[config.mk]
export PLATFORM = sky130hd
export DESIGN_NAME = abs_negate_pipe
export DESIGN_NICKNAME = d
export VERILOG_FILES = /design/src/rtl/abs_negate_pipe.sv
export SDC_FILE = /design/constraint.sdc
export NUM_CORES = 1
export LEC_CHECK = 0
export BUFFER_PORTS_ARGS = -buffer_cell sky130_fd_sc_hd__buf_2
export CORE_ASPECT_RATIO = 0.75
export CORE_UTILIZATION = 50
export DETAILED_ROUTE_END_ITERATION = 16
export PLACE_DENSITY = 0.81
export SETUP_SLACK_MARGIN = 0.5
export SYNTH_ARGS = -nofsm -noshare
export SYNTH_HDL_FRONTEND = slang
export SYNTH_SLANG_ARGS = --single-unit
[constraint.sdc]
create_clock -name clk -period 1.9 [get_ports clk]
set_clock_uncertainty 0.1 [all_clocks]
set_input_delay 0.285 -clock clk [delete_from_list [all_inputs] [get_ports clk]]
set_output_delay 0.285 -clock clk [all_outputs]
set_load 0.05 [all_outputs]
[src/rtl/abs_negate_pipe.sv]
// abs_negate_pipe: pipelined conditional-negate / absolute-value unit.
// Modes: 0 pass, 1 absolute, 2 negate, 3 sign-magnitude to two's complement.
// STAGES register stages with valid/ready handshake and per-stage stall;
// bubbles collapse. Overflow (most-negative input in mode 1/2) is flagged
// and counted on delivery in a saturating counter.
// Optional feature macro: ABS_SAT_EN -- overflow beats saturate to the most
// positive value with cout forced to 0 instead of wrapping.
module abs_negate_pipe #(
  parameter int WIDTH  = 16,
  parameter int STAGES = 2,
  parameter int CNT_W  = 16
) (
  input  logic             clk,
  input  logic             rst,
  input  logic             in_valid,
  output logic             in_ready,
  input  logic [WIDTH-1:0] in_data,
  input  logic [1:0]       in_mode,
  output logic             out_valid,
  input  logic             out_ready,
  output logic [WIDTH-1:0] out_data,
  output logic             out_sign,
  output logic             out_cout,
  output logic             out_ovf,
  input  logic             cnt_clr,
  output logic [CNT_W-1:0] ovf_count
);

  logic [WIDTH-1:0] s0_d;
  logic [WIDTH-1:0] s0_res;
  logic [WIDTH:0]   s0_sum;
  logic             s0_x;
  logic             s0_cout;
  logic             s0_ovf;

  logic [STAGES-1:0] st_v;
  logic [STAGES-1:0] st_s;
  logic [STAGES-1:0] st_c;
  logic [STAGES-1:0] st_o;
  logic [WIDTH-1:0]  st_d [STAGES];
  logic [STAGES-1:0] ld;
  logic [CNT_W-1:0]  cnt;

  // Stage 0 arithmetic: conditional one's complement plus carry-in X.
  always_comb begin
    s0_d = in_data;
    s0_x = 1'b0;
    case (in_mode)
      2'd0: s0_x = 1'b0;
      2'd1: s0_x = in_data[WIDTH-1];
      2'd2: s0_x = 1'b1;
      default: begin
        s0_d = {1'b0, in_data[WIDTH-2:0]};
        s0_x = in_data[WIDTH-1];
      end
    endcase
    s0_sum  = {1'b0, s0_d ^ {WIDTH{s0_x}}} + {{WIDTH{1'b0}}, s0_x};
    s0_res  = s0_sum[WIDTH-1:0];
    s0_cout = s0_sum[WIDTH];
    s0_ovf  = ((in_mode == 2'd1) || (in_mode == 2'd2)) &&
              (in_data == {1'b1, {(WIDTH-1){1'b0}}});
    if (s0_ovf) begin
`ifdef ABS_SAT_EN
      s0_res  = {1'b0, {(WIDTH-1){1'b1}}};
      s0_cout = 1'b0;
`else
      s0_res  = in_data;
`endif
    end
  end

  // Load enables: a stage advances when empty or when its successor advances.
  always_comb begin
    ld = '0;
    ld[STAGES-1] = ~st_v[STAGES-1] | out_ready;
    for (int i = STAGES - 2; i >= 0; i--) begin
      ld[i] = ~st_v[i] | ld[i+1];
    end
  end

  for (genvar g = 0; g < STAGES; g++) begin : g_stage
    logic             up_v, up_s, up_c, up_o;
    logic [WIDTH-1:0] up_d;
    logic             r_v, r_s, r_c, r_o;
    logic [WIDTH-1:0] r_d;

    if (g == 0) begin : g_head
      assign up_v = in_valid;
      assign up_d = s0_res;
      assign up_s = in_data[WIDTH-1];
      assign up_c = s0_cout;
      assign up_o = s0_ovf;
    end else begin : g_body
      assign up_v = st_v[g-1];
      assign up_d = st_d[g-1];
      assign up_s = st_s[g-1];
      assign up_c = st_c[g-1];
      assign up_o = st_o[g-1];
    end

    // Stage register: payload only captured with a valid beat so idle stages hold.
    always_ff @(posedge clk or posedge rst) begin
      if (rst) begin
        r_v <= 1'b0;
        r_d <= '0;
        r_s <= 1'b0;
        r_c <= 1'b0;
        r_o <= 1'b0;
      end else if (ld[g]) begin
        r_v <= up_v;
        if (up_v) begin
          r_d <= up_d;
          r_s <= up_s;
          r_c <= up_c;
          r_o <= up_o;
        end
      end
    end

    assign st_v[g] = r_v;
    assign st_d[g] = r_d;
    assign st_s[g] = r_s;
    assign st_c[g] = r_c;
    assign st_o[g] = r_o;
  end

  // Saturating overflow counter; clear wins over a coincident increment.
  always_ff @(posedge clk or posedge rst) begin
    if (rst) begin
      cnt <= '0;
    end else if (cnt_clr) begin
      cnt <= '0;
    end else if (out_valid && out_ready && out_ovf && (cnt != {CNT_W{1'b1}})) begin
      cnt <= cnt + CNT_W'(1);
    end
  end

  assign in_ready  = ld[0];
  assign out_valid = st_v[STAGES-1];
  assign out_data  = st_d[STAGES-1];
  assign out_sign  = st_s[STAGES-1];
  assign out_cout  = st_c[STAGES-1];
  assign out_ovf   = st_o[STAGES-1];
  assign ovf_count = cnt;

endmodule

==> out/metrics.yaml <==
pwr:
  leakage_nw: 2.26
  ir_drop_v: 0.000494
  p_per_area_mw_per_mm2: 689
global_routing:
  first_global_vias: 2910
  grt_max_degree: 57
  grt_overflow: 0
  grt_pass1_wl_mm: 14.6
  antenna_found_initial: 0
  grt_usage: 0.285
placed_design:
  place_area_mm2: 0.00393
  place_congestion: 0.926
  port_buffers: 59
  hpwlAfterDp_mm: 5.50
setup_path:
  start_kind: "primary input"
  cpPeakStageDelay_ns: 0.22
  cp_top_family: "buffers and inverters"
  end_kind: "register"
  cp_max_fo: 5
  cp.buffers_inverters: 5
  crit_chain: "buf_8 > mux2i_4 > inv_2 > buf_4 > buf_6 > ha_4 > nand4_1 > buf_4 > a22oi_2 > xnor2_1 > o21ai_1"
  worstPathRequired_ns: 2.02
  crit_top_cell: "buf_4"
  cp_slowest_cell: "a22oi_2"
  cp.arrival_ns: 1.94
  crit_type: "primary input to register"
timing:
  hold_violations: 0
  tightest_slew_ns: 0.453
  clock.fmax_mhz: 548
  slew-limit-headroom: 0.695
  slew_violations: 0
  fin_crit_ns: 1.82
  finalSetupViolations: 0
  hold_ws_ns: 0.169
  period_share: 0.960
  rsz0062_at_grt: "yes"
final_layout:
  fin_area_mm2: 0.00504
  seq_area_mm2: 0.00143
  nFillCells: 299
  nNetsFinal: 487
  antennaDiodeCount: 0
  area_delta_synth_final_pct: 59.9
  final_util: 0.848
  multi_input_area_mm2: 0.00206
  drive_above_1_share: 0.560
floorplanning:
  ios: 60
  die_area_mm2: 0.00663
  die_h_um: 70.8
  die_w_um: 93.7
  rows: 24
  initial_core_util: 0.530
  core_mm2: 0.00595
logic_synthesis:
  synth_fa_ha_area_frac: 0.0159
  synth_mux_area_frac: 0.0901
  async_flop_share: 1.00
  synth_xor_area_frac: 0.0833
  synth-seq-area-share: 0.444
  netlist_instances: 313
  syn-num-nets: 340
  synth_edf_count: 0
  synth_warnings: 0
  synth_cell_types: 55
  synthesis.area_mm2: 0.00315
  synth_area_per_cell_um2: 10.1
  ys.flop_type: "dfrtp_1"
  synth_compound_area_frac: 0.126
  synth_seq_cells: 56
  synth-simple-area-share: 0.203
  synth_top_family_by_area: "simple AND/OR/NAND/NOR gates"
cts:
  max-clock-path-buffers: 2
  clock-sinks: 56
  cts_buffers: 5
  clockRootBuffer: "clkbuf_8"
  cts_tree: "done"
  clock_latency_ns: 0.32
  clkTransAtPathRegs_ns: 0.11
  htree_levels: 2
route:
  drc_errors: 0
  wl_per_cell_um: 20.5
  drt_iter0_markers: 294
  first_pass_iters: 5
  postRouteWirelength_mm: 11.1
  ant_nets: 0
  routed-via-count: 3273
  post_drt_via_cell_ratio: 6.07
status:
  status: "finished, final reports clean"
hold_path:
  hold_class: "primary input to register"
run:
  drv_cap: 0
-- through the flow --
step                worst slack, ns  TNS [ns]  power, mW  cells
global route                 0.0481         0       3.60    539
global placement             -0.156    -0.710       2.53    468
floorplan                    -0.285     -1.94       2.29    313
finish                       0.0755         0       3.47    539
detailed placement           -0.232     -1.26       2.56    468
CTS                           0.114         0       3.39    512
-- synthesized netlist by cell type (all sizes together) (2+ instances only) --
master	count	area, µm²
dfrtp	56	1400
nand2	34	128
xnor2	27	236
mux2	21	240
nor2	21	78.8
inv	13	48.8
nand4	12	75.1
a21oi	11	62.6
nand3	10	50.1
o21ai	10	50.0
buf	8	47.5
o31ai	8	73.8
nand2b	7	43.8
a211oi	6	45.0
and3	6	37.5
and4	6	52.6
clkbuf	6	22.5
nor3	6	40.0
a311oi	4	41.3
ha	4	50.1
mux2i	4	43.8
nor4	4	46.3
a22oi	3	22.5
a31oi	3	18.8
nor2b	3	18.8
xor2	3	26.3
a21o	2	15.0
nor4b	2	30.0
-- layout by cell type (no fill, tap or decap), types with 11 or more instances in the layout --
cell type	synthesis	final
buf_2	5	39
nor2_1	21	20
dfrtp_1	56	37
dfrtp_2	0	19
inv_1	12	11
mux2_4	1	12
buf_4	1	59
nand2_1	34	28
buf_8	0	17
xnor2_1	27	25
buf_6	1	32
nand4_1	12	12
-- worst paths after layout --
path	slack, ns	cells after the start	start	end
max in group asynchronous	0.94	4	rst	ovf_count[0]
min in group asynchronous	0.46	4	rst	ovf_count[13]
hold reg to reg	0.40	2	g_stage[0].r_d[4]	g_stage[0].r_d[4]
setup reg to reg	0.11	7	ovf_count[12]	ovf_count[10]
setup / recovery	0.08	11	in_mode[0]	g_stage[0].r_d[13]
hold / removal	0.17	2	in_valid	g_stage[0].r_v
-- worst register-to-register path: stages, from the launching register on --
cell and delay (ns):
dfrtp_2 0.47, nand3_4 0.11, nor4_4 0.20, buf_4 0.19, buf_6 0.14, and4b_1 0.22, xnor2_1 0.19, nor2_1 0.06
-- power breakdown --
group	switching, mW	internal [mW]	total, mW
Combinational	0.768	0.426	1.19
Sequential	0.0967	1.37	1.46
Clock	0.425	0.391	0.816
-- layer usage --
metal  share of wire  vias to the layer above  track usage
met5               0                        -            0
met2            0.48                      205        0.455
met1            0.40                     1591        0.394
li1                -                     1423            -
met4           0.046                        0       0.0889
met3           0.073                       54       0.0570
-- cell type report --
class                   instances  share of cell area
flip-flops and latches         56               0.283
clock buffers                   5              0.0137
multi-input cells             233               0.408
inverters                      13              0.0104
well taps                      78              0.0194
clock inverters                 3             0.00844
repair buffers                151               0.258
-- flip-flops by register name, indices dropped and copies added (netlist names) --
register	cells
out_valid	1
out_data	16
g_stage.r_o	1
out_ovf	1
ovf_count	16
out_sign	1
g_stage.r_s	1
g_stage.r_c	1
out_cout	1
g_stage.r_v	1
g_stage.r_d	16
-- cell families (layout without fill, tap and decap cells) --
group,count (synthesis),after routing
AO/OA/AOI/OAI,55,55
buffers and inverters,27,172
XOR/XNOR,30,30
multiplexers,25,25
flip-flops,56,56
AND/OR/NAND/NOR,116,119
adder cells (fa/ha/maj),4,4
-- what timing repair did --
item	CTS	global route
resized for setup	65	71
hold buffers	1	0
cloned	1	3
endpoints found under the setup margin	46	63
setup buffers	34	24
hold endpoints to repair	56	0
pin swaps	37	34
Power figures use the tool's default switching activity.
